<file path="config.mk">
export PLATFORM = sky130hd
export DESIGN_NAME = id_stage
export DESIGN_NICKNAME = d
export VERILOG_FILES = /design/src/rtl/rv32i_pkg.sv /design/src/rtl/rv32i_decoder.sv /design/src/rtl/id_stage.sv
export SDC_FILE = /design/constraint.sdc
export NUM_CORES = 1
export LEC_CHECK = 0
export CAP_MARGIN = 15
export CORE_UTILIZATION = 40
export DETAILED_ROUTE_END_ITERATION = 12
export PLACE_DENSITY = 0.77
export SKIP_CTS_REPAIR_TIMING = 1
export SYNTH_ARGS = -nofsm -noshare
export SYNTH_HDL_FRONTEND = slang
export SYNTH_HIERARCHICAL = 1
export SYNTH_SLANG_ARGS = --single-unit
</file>
<file path="constraint.sdc">
create_clock -name clk -period 3.9 [get_ports clk]
set_input_delay 0.975 -clock clk [delete_from_list [all_inputs] [get_ports clk]]
set_output_delay 0.975 -clock clk [all_outputs]
set_load 0.05 [all_outputs]
</file>
<file path="src/rtl/rv32i_pkg.sv">
// Shared RV32I decode definitions: opcodes, instruction classes, immediate formats.
package rv32i_pkg;

  localparam int XLEN = 32;

  localparam logic [6:0] OPC_LUI    = 7'b0110111;
  localparam logic [6:0] OPC_AUIPC  = 7'b0010111;
  localparam logic [6:0] OPC_JAL    = 7'b1101111;
  localparam logic [6:0] OPC_JALR   = 7'b1100111;
  localparam logic [6:0] OPC_BRANCH = 7'b1100011;
  localparam logic [6:0] OPC_LOAD   = 7'b0000011;
  localparam logic [6:0] OPC_STORE  = 7'b0100011;
  localparam logic [6:0] OPC_OPIMM  = 7'b0010011;
  localparam logic [6:0] OPC_OP     = 7'b0110011;
  localparam logic [6:0] OPC_FENCE  = 7'b0001111;
  localparam logic [6:0] OPC_SYSTEM = 7'b1110011;

  typedef enum logic [3:0] {
    CLS_LUI     = 4'd0,
    CLS_AUIPC   = 4'd1,
    CLS_JAL     = 4'd2,
    CLS_JALR    = 4'd3,
    CLS_BRANCH  = 4'd4,
    CLS_LOAD    = 4'd5,
    CLS_STORE   = 4'd6,
    CLS_OPIMM   = 4'd7,
    CLS_OP      = 4'd8,
    CLS_FENCE   = 4'd9,
    CLS_SYSTEM  = 4'd10,
    CLS_ILLEGAL = 4'd11
  } ex_class_e;

  typedef enum logic [2:0] {
    IMM_NONE = 3'd0,
    IMM_I    = 3'd1,
    IMM_S    = 3'd2,
    IMM_B    = 3'd3,
    IMM_U    = 3'd4,
    IMM_J    = 3'd5
  } imm_fmt_e;

  // Sign-extended immediate for a given format; R-type and illegal give zero.
  function automatic logic [31:0] build_imm(input logic [31:0] instr, input imm_fmt_e fmt);
    logic [31:0] imm;
    case (fmt)
      IMM_I:   imm = {{20{instr[31]}}, instr[31:20]};
      IMM_S:   imm = {{20{instr[31]}}, instr[31:25], instr[11:7]};
      IMM_B:   imm = {{19{instr[31]}}, instr[31], instr[7], instr[30:25], instr[11:8], 1'b0};
      IMM_U:   imm = {instr[31:12], 12'b0};
      IMM_J:   imm = {{11{instr[31]}}, instr[31], instr[19:12], instr[20], instr[30:21], 1'b0};
      default: imm = 32'd0;
    endcase
    return imm;
  endfunction

endpackage

</file>
<file path="src/rtl/rv32i_decoder.sv">
// Combinational RV32I decoder: class, register enables, rd write flag, immediate.
module rv32i_decoder
  import rv32i_pkg::*;
(
  input  logic [31:0] instr,
  output logic [3:0]  cls,
  output logic        rs1_en,
  output logic        rs2_en,
  output logic        rd_we,
  output logic [31:0] imm,
  output logic        illegal
);

  ex_class_e cls_c;
  imm_fmt_e  fmt_c;
  logic      writes_rd;

  // Opcode lookup; anything not recognised (or a compressed encoding) stays ILLEGAL.
  always_comb begin
    cls_c     = CLS_ILLEGAL;
    fmt_c     = IMM_NONE;
    rs1_en    = 1'b0;
    rs2_en    = 1'b0;
    writes_rd = 1'b0;
    if (instr[1:0] == 2'b11) begin
      case (instr[6:0])
        OPC_LUI:    begin cls_c = CLS_LUI;    fmt_c = IMM_U; writes_rd = 1'b1; end
        OPC_AUIPC:  begin cls_c = CLS_AUIPC;  fmt_c = IMM_U; writes_rd = 1'b1; end
        OPC_JAL:    begin cls_c = CLS_JAL;    fmt_c = IMM_J; writes_rd = 1'b1; end
        OPC_JALR:   begin cls_c = CLS_JALR;   fmt_c = IMM_I; writes_rd = 1'b1; rs1_en = 1'b1; end
        OPC_BRANCH: begin cls_c = CLS_BRANCH; fmt_c = IMM_B; rs1_en = 1'b1; rs2_en = 1'b1; end
        OPC_LOAD:   begin cls_c = CLS_LOAD;   fmt_c = IMM_I; writes_rd = 1'b1; rs1_en = 1'b1; end
        OPC_STORE:  begin cls_c = CLS_STORE;  fmt_c = IMM_S; rs1_en = 1'b1; rs2_en = 1'b1; end
        OPC_OPIMM:  begin cls_c = CLS_OPIMM;  fmt_c = IMM_I; writes_rd = 1'b1; rs1_en = 1'b1; end
        OPC_OP:     begin cls_c = CLS_OP;     writes_rd = 1'b1; rs1_en = 1'b1; rs2_en = 1'b1; end
        OPC_FENCE:  begin cls_c = CLS_FENCE;  fmt_c = IMM_I; end
        OPC_SYSTEM: begin cls_c = CLS_SYSTEM; fmt_c = IMM_I; end
        default:    begin cls_c = CLS_ILLEGAL; end
      endcase
    end
  end

  assign cls     = cls_c;
  assign illegal = (cls_c == CLS_ILLEGAL);
  // Writes to x0 are architecturally discarded, so never track them.
  assign rd_we   = writes_rd & (instr[11:7] != 5'd0);
  assign imm     = build_imm(instr, fmt_c);

endmodule

</file>
<file path="src/rtl/id_stage.sv">
// RV32I decode/issue stage: RF read addressing, register scoreboard, ID/EX register.
module id_stage
  import rv32i_pkg::*;
#(
  parameter int XLEN = 32
) (
  input  logic            clk,
  input  logic            reset,
  input  logic            if_valid,
  output logic            if_ready,
  input  logic [31:0]     if_instr,
  input  logic [XLEN-1:0] if_pc,
  output logic [4:0]      rf_rs1,
  output logic [4:0]      rf_rs2,
  output logic            rf_rs1_en,
  output logic            rf_rs2_en,
  input  logic [XLEN-1:0] rf_rs1_val,
  input  logic [XLEN-1:0] rf_rs2_val,
  input  logic            wb_valid,
  input  logic [4:0]      wb_rd,
  input  logic            flush,
  output logic            ex_valid,
  input  logic            ex_ready,
  output logic [XLEN-1:0] ex_pc,
  output logic [XLEN-1:0] ex_rs1_val,
  output logic [XLEN-1:0] ex_rs2_val,
  output logic [XLEN-1:0] ex_imm,
  output logic [4:0]      ex_rd,
  output logic            ex_rd_we,
  output logic [3:0]      ex_class,
  output logic [2:0]      ex_funct3,
  output logic            ex_funct7b5,
  output logic            ex_illegal
);

  logic [3:0]  dec_cls;
  logic        dec_rd_we;
  logic [31:0] dec_imm;
  logic        dec_illegal;
  logic [4:0]  dec_rd;

  logic [31:0] busy_reg;
  logic [31:0] busy_next;
  logic [31:0] pend_vec;
  logic        ex_fire;
  logic        hazard;
  logic        capture;

  rv32i_decoder u_decoder (
    .instr   (if_instr),
    .cls     (dec_cls),
    .rs1_en  (rf_rs1_en),
    .rs2_en  (rf_rs2_en),
    .rd_we   (dec_rd_we),
    .imm     (dec_imm),
    .illegal (dec_illegal)
  );

  assign rf_rs1 = if_instr[19:15];
  assign rf_rs2 = if_instr[24:20];
  assign dec_rd = if_instr[11:7];

  assign ex_fire = ex_valid & ex_ready;

  // Per-register scoreboard update: a retiring issue (set) beats a same-cycle writeback (clear).
  assign busy_next[0] = 1'b0;
  assign pend_vec[0]  = 1'b0;
  for (genvar gi = 1; gi < 32; gi++) begin : g_busy
    assign busy_next[gi] = (ex_fire & ex_rd_we & (ex_rd == 5'(gi)))
                         | (busy_reg[gi] & ~(wb_valid & (wb_rd == 5'(gi))));
    // Pending also covers the writer still sitting in ID/EX, not yet in the scoreboard.
    assign pend_vec[gi]  = busy_reg[gi] | (ex_valid & ex_rd_we & (ex_rd == 5'(gi)));
  end

  // RAW on either source plus WAW on rd, so each register has at most one write in flight.
  assign hazard = (rf_rs1_en & pend_vec[rf_rs1])
                | (rf_rs2_en & pend_vec[rf_rs2])
                | (dec_rd_we & pend_vec[dec_rd]);

  assign if_ready = reset & (~ex_valid | ex_ready) & ~hazard & ~flush;
  assign capture  = if_valid & if_ready;

  // Scoreboard register.
  always_ff @(posedge clk or negedge reset) begin
    if (!reset) busy_reg <= 32'd0;
    else        busy_reg <= busy_next;
  end

  // ID/EX register: load on capture, drain on handshake or flush, otherwise hold.
  always_ff @(posedge clk or negedge reset) begin
    if (!reset) begin
      ex_valid    <= 1'b0;
      ex_pc       <= '0;
      ex_rs1_val  <= '0;
      ex_rs2_val  <= '0;
      ex_imm      <= '0;
      ex_rd       <= 5'd0;
      ex_rd_we    <= 1'b0;
      ex_class    <= 4'd0;
      ex_funct3   <= 3'd0;
      ex_funct7b5 <= 1'b0;
      ex_illegal  <= 1'b0;
    end else if (capture) begin
      ex_valid    <= 1'b1;
      ex_pc       <= if_pc;
      ex_rs1_val  <= rf_rs1_val;
      ex_rs2_val  <= rf_rs2_val;
      ex_imm      <= dec_imm;
      ex_rd       <= dec_rd;
      ex_rd_we    <= dec_rd_we;
      ex_class    <= dec_cls;
      ex_funct3   <= if_instr[14:12];
      ex_funct7b5 <= if_instr[30];
      ex_illegal  <= dec_illegal;
    end else if (ex_ready || flush) begin
      ex_valid    <= 1'b0;
    end
  end

endmodule

</file>
==> results.txt, run 1 <==
CP Data Required Time = 2.92 ns
I/O pin total = 296
Core Region = 22,000 um^2
clock tree sinks = 175
failing checks = design-rule violations, negative setup slack
Final period util = 103%
Post-Synthesis Cells = 778
largest net degree at the start of global routing = 176
post-route cell area = 13,800 um^2
final net count = 1,288
H-tree levels = 4
synth unique cells = 67
Synth Net Count = 917
Hold Crit Depth = 1
highest-count cells in the layout ignoring fill and taps = clkdlybuf4s50_1, dfrtp_1, buf_4
Bufs on Longest Clock Path = 2
Routed WL = 30,300 um
status = finished with violations
setup slack, reg-to-reg = 0.55 ns
drc violations = 14
first-pass GRT wire length = 46,500 um
worst vdd ir = 0.326 mV
Setup WS post-layout = -0.109 ns
Setup TNS Final = -0.109 ns
Post-Syn Area per Cell = 11.6 um^2
Clk Tree Root Cell = clkbuf_16
Avg WL per Cell = 20.9 um
Arr. time, crit path = 3.03 ns
TritonRoute pass-1 iters = 9
non-filler instance count after layout = 1,447
grt ovf = 0
Max Slew Vio Count = 0
worst r2r dst = ex_pc[10]
Iteration-0 DRC Markers = 578
vias in the first global route = 8,132
most common cell after layout, fill and taps aside = clkdlybuf4s50_1
Worst Hold End = ex_pc[19]
Hold Vio Cnt, Final = 0
CTS tree = yes
Placed Area = 12,900 um^2
Tot Pwr = 6360 uW
placed insts = 1,394
DR vias = 8,080
YS warnings = 6
FFs w/ async S/R, synth = 100%
DRT antenna net count = 0
clock latency on the worst-skew pair = 0.43 ns
Slew @ Worst Pin = 1.07 ns
gp weighted congestion = 0.972
Synth-to-Final Area Change = 54.0%
vias per cell = 5.58
Critical Path End Type = output pin
Clock Skew = 0.0194 ns
CP startpoint kind = register
Max Cap Viol = 0
setup-violating endpoint count in the final report = 1
Leak = 0.00618 uW
Die X = 152 um
main flop type after synthesis = dfrtp_1
final core occ = 63.0%
die height = 152 um
Hold Crit Class = register to register
Cell Area, Synth = 8990 um^2
initial core utilization = 40.9%
GRT Total Usage = 26.0%
worst reg-to-reg path cell count = 11
# port buffers = 295
#FFs+latches synth = 175
Filler Cell Count = 1,728
RSZ-0062 raised after global routing = true
clk slew on worst S/H paths = 0.08 ns
hold_sp = ex_pc[19]
Post-synth EDFFs = 0
Final HPWL DP = 22,500 um
highest clock rate = 249 MHz
initial antenna violation count = 6
Rows = 54
register area share after synthesis = 48.7%
layout cells sized above 1 = 28.2%
worst flop-to-flop path startpoint = ex_rd[0]
total CTS buffers = 17
Slew HR = 28.6%
crit path max fanout = 12
die area = 23,100 um^2
Tmin final = 4.01 ns
critical path type = register to output pin
Pwr Density = 460 nW/um^2
-- how the worst max path moves through the flow --
stage,from,to,slack [ns],depth (start not counted)
after floorplan,if_instr[6],if_ready,0.01,11
after global placement,if_instr[17],if_ready,-0.68,9
after detailed placement,if_instr[17],if_ready,-0.69,9
after CTS,if_instr[17],if_ready,-0.70,9
after global routing,if_instr[5],if_ready,-0.15,12
final,ex_rd[0],if_ready,-0.11,8
-- synthesized netlist by cell type (all sizes together) (8+ instances only) --
master / number / share of area (%)
a21o: 16 / 1.4
nor4: 9 / 0.70
inv: 9 / 0.38
nor3b: 8 / 0.72
a211oi: 18 / 1.5
dfrtp: 175 / 49
and3: 14 / 0.97
a21oi: 35 / 1.9
buf: 37 / 2.9
nand2: 29 / 1.2
nand4: 8 / 0.63
mux2i: 11 / 1.2
nor3: 12 / 0.67
o21ai: 73 / 4.1
nand3: 17 / 0.95
mux2: 151 / 20
nor2: 22 / 0.92
nand2b: 16 / 1.1
clkbuf: 21 / 0.88
-- critical path, stage by stage (launching register included) --
cell      delay, ns
dfrtp_2        0.51
nor3b_2        0.25
a21o_1         0.24
mux4_2         0.49
o311ai_2       0.27
a211oi_2       0.08
nor4_2         0.38
and3_4         0.25
buf_12         0.13
-- logic make-up after synthesis --
| group | share of synthesized area, % |
|---|---|
| AOI/OAI and AO/OA | 13.3 |
| and+or+nand+nor | 11.6 |
| DFF | 48.7 |
| muxes | 21.9 |
| buffers and inverters | 4.22 |
| xor gates and xnor gates | 0.195 |
-- per-layer routing --
metal / wire length (um) / track usage (%) / up-vias
met5: 12 / 0 / -
met2: 14700 / 43.3 / 375
li1: - / - / 3630
met1: 12100 / 32.2 / 4021
met4: 871 / 8.79 / 2
met3: 2680 / 7.76 / 52
-- area by class of cell --
cell class,count,area [um^2],area share [%]
inverter,11,41.3,0.298
multi-input combinational,534,4410,31.8
sequential,175,4390,31.7
clock buffer,18,429,3.10
clock inverter,14,168,1.21
timing repair buffer,410,4040,29.2
antenna,5,12.5,0.0904
tap,280,350,2.53
-- per-stage QoR --
| stage | worst slack (ns) | hold slack [ns] |
|---|---|---|
| 4_1_cts | -0.698 | 0.497 |
| 2_1_floorplan | 0.0110 | 0.470 |
| 3_5_place_dp | -0.688 | 0.480 |
| 3_3_place_gp | -0.677 | 0.473 |
| 5_1_grt | -0.148 | 0.501 |
| 6_report | -0.109 | 0.491 |
-- report_power, final --
part / internal [uW] / switching (uW)
clock: 866 / 845
combinational: 939 / 1460
sequential: 2080 / 177
total: 3880 / 2480
No activity file was read; power rests on OpenSTA's default activity.
==> run 2: changes to the inputs <==
--- a/config.mk
+++ b/config.mk
@@ -12,5 +12,4 @@
 export SKIP_CTS_REPAIR_TIMING = 1
 export SYNTH_ARGS = -nofsm -noshare
 export SYNTH_HDL_FRONTEND = slang
-export SYNTH_HIERARCHICAL = 1
 export SYNTH_SLANG_ARGS = --single-unit
==> run 2 against run 1 <==
The flow finishes with violations (negative setup slack). Core utilization decreased by 1.2 points. Sequential share of layout area increased by 0.70 points. Synthesized cell count shrank 0.77%. Die area fell by 0.33%. Clock power barely moved. Combinational power increased by 4%. Highest routed layer is now met4.
==> results.txt, run 2 <==
Clock Skew = 0.0119 ns (was 0.0194 ns)
top cells by area, synth = dfrtp_1, mux2_2, mux2_4 (was dfrtp_1, mux2_2, mux2_1)
count leader, synth = dfrtp_1 (unchanged)
top routing layer used = met4 (was met5)
Rows = 54 (unchanged)
final net count = 1,262 (was 1,288)
Final period util = 102% (was 103%)
Max Slew Vio Count = 0 (unchanged)
GRT Total Usage = 23.5% (was 26.0%)
Die X = 152 um (about the same)
YS warnings = 0 (was 6)
worst flop-to-flop path startpoint = ex_rd[4] (was ex_rd[0])
vias in the first global route = 7,663 (was 8,132)
main flop type after synthesis = dfrtp_1 (unchanged)
Slew HR = 36.1% (was 28.6%)
Critical Path Sink = if_ready (unchanged)
CP startpoint kind = register (unchanged)
Avg WL per Cell = 19.7 um (was 20.9 um)
grt ovf = 0 (unchanged)
I/O pin total = 296 (unchanged)
highest clock rate = 251 MHz (was 249 MHz)
clock tree sinks = 175 (unchanged)
DRT antenna net count = 0 (unchanged)
Pwr Density = 477 nW/um^2 (was 460 nW/um^2)
Filler Cell Count = 1,755 (was 1,728)
initial antenna violation count = 1 (was 6)
register area = 4390 um^2 (about the same)
Hold WS = 0.384 ns (was 0.491 ns)
die height = 152 um (about the same)
crit path max fanout = 7 (was 12)
setup slack, reg-to-reg = 0.45 ns (was 0.55 ns)
# port buffers = 295 (unchanged)
clk slew on worst S/H paths = 0.07 ns (was 0.08 ns)
Worst path depth = 8 (unchanged)
status = finished with violations (unchanged)
highest-count cells in the layout ignoring fill and taps = clkdlybuf4s50_1, dfrtp_1, buf_4 (unchanged)
Tmin final = 3.98 ns (was 4.01 ns)
CTS tree = yes (unchanged)
Iteration-0 DRC Markers = 429 (was 578)
Post-Syn Area per Cell = 11.6 um^2 (about the same)
total CTS buffers = 17 (unchanged)
Final HPWL DP = 21,500 um (was 22,500 um)
die area = 23,000 um^2 (was 23,100 um^2)
Worst Path Buf+Inv = 2 (was 1)
worst r2r dst = ex_pc[26] (was ex_pc[10])
clock latency on the worst-skew pair = 0.43 ns (about the same)
register area share after synthesis = 48.9% (was 48.7%)
Synth-to-Final Area Change = 51.1% (was 54.0%)
start point of the critical path = ex_rd[2] (was ex_rd[0])
Core Region = 21,900 um^2 (was 22,000 um^2)
Synth Net Count = 911 (was 917)
synth unique cells = 62 (was 67)
Hold Crit Class = input pin to asynchronous set/reset pin (was register to register)
area of the multi-input gates = 4280 um^2 (was 4410 um^2)
TritonRoute pass-1 iters = 5 (was 9)
drc violations = 0 (was 14)
Clk Tree Root Cell = clkbuf_16 (unchanged)
DR vias = 7,765 (was 8,080)
Routed WL = 27,900 um (was 30,300 um)
Slew @ Worst Pin = 0.959 ns (was 1.07 ns)
Post-Synthesis Cells = 772 (was 778)
worst vdd ir = 0.329 mV (was 0.326 mV)
Worst path max stage delay = 0.49 ns (was 0.51 ns)
setup-violating endpoint count in the final report = 1 (unchanged)
Bufs on Longest Clock Path = 2 (unchanged)
family with the most delay on the worst path = simple AND/OR/NAND/NOR gates (unchanged)
gp weighted congestion = 1.01 (was 0.972)
first-pass GRT wire length = 41,100 um (was 46,500 um)
H-tree levels = 4 (unchanged)
Cell Area, Synth = 8960 um^2 (was 8990 um^2)
RSZ-0062 raised after global routing = true (unchanged)
Cell Chain, Critical Path = and4b_4 > a21oi_2 > mux4_2 > or4b_1 > a311oi_2 > buf_4 > nor3_4 > buf_6 (was nor3b_2 > a21o_1 > mux4_2 > o311ai_2 > a211oi_2 > nor4_2 > and3_4 > buf_12)
Post-synth EDFFs = 0 (unchanged)
met2 WL post-DR = 13,700 um (was 14,700 um)
vias per cell = 5.48 (was 5.58)
FFs w/ async S/R, synth = 100% (unchanged)
failing checks = negative setup slack (was design-rule violations, negative setup slack)
DRT met1 WL = 10,800 um (was 12,100 um)
final core occ = 61.8% (was 63.0%)
Hold Vio Cnt, Final = 0 (unchanged)
Met3 Wirelength = 2430 um (was 2680 um)
layout cells sized above 1 = 29.1% (was 28.2%)
Critical Path End Type = output pin (unchanged)
largest net degree at the start of global routing = 76 (was 176)
top post-synthesis cells by count = dfrtp_1, mux2_2, o21ai_0 (unchanged)
most common cell after layout, fill and taps aside = clkdlybuf4s50_1 (unchanged)
Max Cap Viol = 0 (unchanged)
CP Data Required Time = 2.92 ns (about the same)
critical path type = register to output pin (unchanged)
crit path max-delay cell type = or4b_1 (was dfrtp_2)
initial core utilization = 40.9% (about the same)
cell taking the most area after synthesis = dfrtp_1 (unchanged)
Leak = 0.00600 uW (was 0.00618 uW)
Synth top area share = 48.9% (was 48.7%)
Setup WS post-layout = -0.0763 ns (was -0.109 ns)
worst reg-to-reg path cell count = 12 (was 11)
Arr. time, crit path = 3.00 ns (was 3.03 ns)
#FFs+latches synth = 175 (unchanged)
## run 2: how the worst min path moves through the flow
stage / startpoint / endpoint / slack [ns] / cells past startpoint
after global placement: ex_funct7b5 / ex_funct7b5 / 0.49 / 1
after floorplan: busy_reg[1] / busy_reg[1] / 0.47 / 2
after CTS: reset / ex_rs1_val[9] / 0.37 / 1
after global routing: reset / ex_rs1_val[9] / 0.38 / 1
after detailed placement: ex_rs2_val[5] / ex_rs2_val[5] / 0.49 / 1
final: reset / ex_rs1_val[16] / 0.38 / 1
## run 2: cell families (layout without fill, tap and decap cells)
| family | Yosys count | after routing | synth area share (%) |
|---|---|---|---|
| flip-flops | 175 | 175 | 48.9 |
| AO/OA/AOI/OAI | 199 | 199 | 13.6 |
| AND/OR/NAND/NOR | 151 | 152 | 9.41 |
| multiplexers | 156 | 156 | 22.3 |
| XOR/XNOR | 1 | 1 | 0.0978 |
| other | 0 | 1 | 0 |
| buffers and inverters | 90 | 453 | 5.71 |
## run 2: area by class of cell
type / count / area share, %
sequential: 175 / 32.4
timing repair buffer: 390 / 28.2
multi-input combinational: 508 / 31.6
inverter: 31 / 0.860
antenna: 1 / 0.0185
clock buffer: 18 / 3.24
clock inverter: 14 / 1.05
tap: 280 / 2.59
## run 2: where the power goes
group	switching (uW)	internal [uW]	total (uW)	leakage, uW
Clock	810	870	1680	0.000281
Combinational	1500	1000	2500	0.00353
Sequential	179	2090	2270	0.00219
Total	2490	3970	6460	0.00600
## run 2: per-stage QoR
step	worst slack (ns)	power, uW	cell area, um^2	instances	TNS (ns)
final	-0.0763	6460	13500	1417	-0.0763
after global routing	-0.174	6720	13500	1417	-0.174
after CTS	-0.484	6470	13200	1409	-0.484
after detailed placement	-0.476	4770	12700	1377	-44.37
after global placement	-0.437	4730	12700	1377	-37.89
after floorplan	0.0662	3790	8970	772	0
## run 2: routing by layer
| layer | up-vias | track usage, % |
|---|---|---|
| li1 | 3537 | - |
| met1 | 3763 | 28.7 |
| met2 | 385 | 40.4 |
| met3 | 80 | 5.33 |
| met4 | 0 | 8.76 |
| met5 | - | 0 |
## run 2: worst reg2reg max path, delay by kind of cell, from the launching register on
family                 cells  cell delay [ns]
multiplexers               2             0.80
buffers and inverters      4             0.72
AO/OA/AOI/OAI              3             0.69
AND/OR/NAND/NOR            3             0.66
flip-flops                 1             0.48
==> run 3: changes to the inputs <==
--- a/config.mk
+++ b/config.mk
@@ -5,6 +5,7 @@
 export SDC_FILE = /design/constraint.sdc
 export NUM_CORES = 1
 export LEC_CHECK = 0
+export ABC_AREA = 1
 export CAP_MARGIN = 15
 export CORE_UTILIZATION = 40
 export DETAILED_ROUTE_END_ITERATION = 12
==> run 3 against run 2 <==
The flow still finishes with violations (negative setup slack). Register-to-register slack improved by 0.17 ns. Fmax increased by 1.8%. Global-route usage increased by 3.4 points. Count of clock-buffer cells in the layout unchanged. First-iteration DRC count increased by 130%. Worst setup slack improved by 0.070 ns. Critical path depth increased by 5. Combinational power decreased by 9.6%. Via count increased by 24%. Sequential power decreased by 2%. Clock power increased by 3%. Design area decreased by 2.6%. Critical endpoint unchanged.
==> results.txt, run 3 <==
Tot Pwr = 6210 uW (was 6460 uW)
cell taking the most area after synthesis = dfrtp_1 (unchanged)
Comb pwr share = 36.3% (was 38.8%)
setup-violating endpoint count in the final report = 1 (unchanged)
GRT Total Usage = 26.9% (was 23.5%)
clock tree sinks = 175 (unchanged)
vias in the first global route = 9,189 (was 7,663)
Final period util = 100% (was 102%)
compound-cell area share of the yosys netlist = 5.66% (was 13.6%)
vias per cell = 5.28 (was 5.48)
Slew HR = 32.8% (was 36.1%)
Core Region = 22,200 um^2 (was 21,900 um^2)
Post-Synth Simple-Gate Area = 38.1% (was 9.41%)
Slew @ Worst Pin = 1.01 ns (was 0.959 ns)
clock latency on the worst-skew pair = 0.44 ns (was 0.43 ns)
# port buffers = 295 (unchanged)
non-filler instance count after layout = 1,829 (was 1,417)
Die X = 153 um (was 152 um)
highest clock rate = 256 MHz (was 251 MHz)
CP Data Required Time = 2.92 ns (about the same)
CP startpoint kind = input pin (was register)
Final HPWL DP = 22,600 um (was 21,500 um)
largest net degree at the start of global routing = 176 (was 76)
diode count = 0 (was 1)
Max Cap Viol = 0 (unchanged)
Post-Syn Area per Cell = 7.25 um^2 (was 11.6 um^2)
H-tree levels = 4 (unchanged)
largest family of logic cells by synthesized area = simple AND/OR/NAND/NOR gates (was multiplexers)
Hold Crit Class = register to register (was input pin to asynchronous set/reset pin)
Pwr Density = 471 nW/um^2 (was 477 nW/um^2)
Hold Vio Cnt, Final = 0 (unchanged)
Cell Area, Synth = 9150 um^2 (was 8960 um^2)
Clock Skew = 0.0156 ns (was 0.0119 ns)
first-pass GRT wire length = 49,700 um (was 41,100 um)
Hold WS = 0.471 ns (was 0.384 ns)
failing checks = negative setup slack (unchanged)
synth unique cells = 35 (was 62)
Setup WS post-layout = -0.00633 ns (was -0.0763 ns)
top post-synthesis cells by count = nand2_1, nand3_1, dfrtp_1 (was dfrtp_1, mux2_2, o21ai_0)
YS warnings = 0 (unchanged)
TritonRoute pass-1 iters = 6 (was 5)
die height = 153 um (was 152 um)
Synth Net Count = 1,402 (was 911)
main flop type after synthesis = dfrtp_1 (unchanged)
initial core utilization = 41.3% (was 40.9%)
final net count = 1,675 (was 1,262)
crit path max fanout = 3 (was 7)
highest-count cells in the layout ignoring fill and taps = nand2_1, clkdlybuf4s50_1, nand3_1 (was clkdlybuf4s50_1, dfrtp_1, buf_4)
Arr. time, crit path = 2.93 ns (was 3.00 ns)
Critical Path End Type = output pin (unchanged)
Rows = 54 (unchanged)
Synth-to-Final Area Change = 44.0% (was 51.1%)
Clk pwr share = 27.8% (was 26.0%)
layout cells sized above 1 = 8.13% (was 29.1%)
drc violations = 0 (unchanged)
final core occ = 59.5% (was 61.8%)
Tmin final = 3.91 ns (was 3.98 ns)
clk slew on worst S/H paths = 0.07 ns (about the same)
count leader, synth = nand2_1 (was dfrtp_1)
Post-Synthesis Cells = 1,263 (was 772)
total CTS buffers = 17 (unchanged)
gp weighted congestion = 0.938 (was 1.01)
die area = 23,500 um^2 (was 23,000 um^2)
mux cell area share after synthesis = 0% (was 22.3%)
Synth top area share = 47.8% (was 48.9%)
XOR/XNOR Fraction of Synth Area = 0% (was 0.0978%)
grt ovf = 0 (unchanged)
initial antenna violation count = 0 (was 1)
Sw Pwr = 2560 uW (was 2490 uW)
Seq pwr share = 35.8% (was 35.2%)
Bufs on Longest Clock Path = 2 (unchanged)
worst vdd ir = 0.326 mV (was 0.329 mV)
most common cell after layout, fill and taps aside = nand2_1 (was clkdlybuf4s50_1)
I/O pin total = 296 (unchanged)
placed insts = 1,795 (was 1,377)
Avg WL per Cell = 17.3 um (was 19.7 um)
CTS tree = yes (unchanged)
Post-synth EDFFs = 0 (unchanged)
top cells by area, synth = dfrtp_1, nand2_1, nand3_1 (was dfrtp_1, mux2_2, mux2_4)
FFs w/ async S/R, synth = 100% (unchanged)
Max Slew Vio Count = 0 (unchanged)
Iteration-0 DRC Markers = 981 (was 429)
register area share after synthesis = 47.8% (was 48.9%)
fraction of the mapped netlist area in adder cells = 0% (unchanged)
status = finished with violations (unchanged)
DR vias = 9,651 (was 7,765)
critical path type = input pin to output pin (was register to output pin)
Internal = 3650 uW (was 3970 uW)
Sw Ratio = 41.2% (was 38.5%)
Routed WL = 31,600 um (was 27,900 um)
Leak = 0.00639 uW (was 0.00600 uW)
#FFs+latches synth = 175 (unchanged)
Clk Tree Root Cell = clkbuf_16 (unchanged)
DRT antenna net count = 0 (unchanged)
==> run 3: cell types whose count changed in the layout (fill, tap and decap cells not counted), sizes merged, moves of 14 or more <==
cell	delta
a211oi	-24
a21oi	-43
buf	-58
clkdlybuf4s50	+16
inv	+60
mux2	-126
mux2i	-20
nand2	+467
nand2b	-14
nand3	+242
nor2	+19
==> run 3: critical path: stages <==
cell	delay, ns
clkdlybuf4s50_1	0.51
inv_2	0.06
nor2_1	0.16
nand2_1	0.16
nor2_2	0.26
nor3b_4	0.08
nand2_1	0.06
inv_1	0.06
a31oi_4	0.18
nand3_2	0.09
nand2_2	0.11
nor2_8	0.05
buf_12	0.14
==> run 3: stage by stage <==
step	setup TNS, ns	area, um^2	setup WS (ns)
after floorplan	0	9150	0.186
after global placement	-0.00230	12400	-0.00230
after detailed placement	-5.00	12400	-0.0726
after CTS	-0.0737	13000	-0.0737
after global routing	-0.0739	13200	-0.0739
final	-0.00633	13200	-0.00633
==> run 3: power groups by stage <==
stage	registers (uW)	logic [uW]	clock network (uW)
final	2220	2260	1730
after global routing	2250	2370	1820
after CTS	2220	2250	1750
after detailed placement	2250	2240	0
after global placement	2240	2220	0
after floorplan	3100	479	0
==> run 3: per-layer routing <==
metal | GRT usage (%) | wire length [um] | vias to the layer above
li1 | - | - | 4605
met1 | 34.7 | 13200 | 4597
met2 | 44.1 | 15300 | 389
met3 | 6.07 | 2160 | 60
met4 | 10.2 | 931 | 0
met5 | 0 | 0 | -
==> run 3: area by class of cell <==
cell class	instances	area [um^2]
Clock buffer	18	429
Sequential cell	175	4380
Timing Repair Buffer	336	3370
Multi-Input combinational cell	912	4120
Inverter	94	362
Fill cell	2000	8980
Clock inverter	14	166
Tap cell	280	350
==> run 3: final timing paths <==
check	startpoint	to	slack, ns	cells after the start
min in group asynchronous	reset	busy_reg[21]	0.66	2
worst min-delay path	ex_rs1_val[19]	ex_rs1_val[19]	0.47	2
worst max register to register	ex_rd[4]	ex_imm[12]	0.62	18
worst min register to register	ex_rs1_val[19]	ex_rs1_val[19]	0.47	2
max in group asynchronous	reset	ex_imm[12]	2.44	2
worst max-delay path	if_instr[5]	if_ready	-0.006	13
==> run 3: cell families (layout without fill, tap and decap cells) <==
kind of cell           after synthesis  count (layout)
AOI/OAI and AO/OA                   95              95
and+or+nand+nor                    817             817
DFF                                175             175
buffers and inverters              176             462
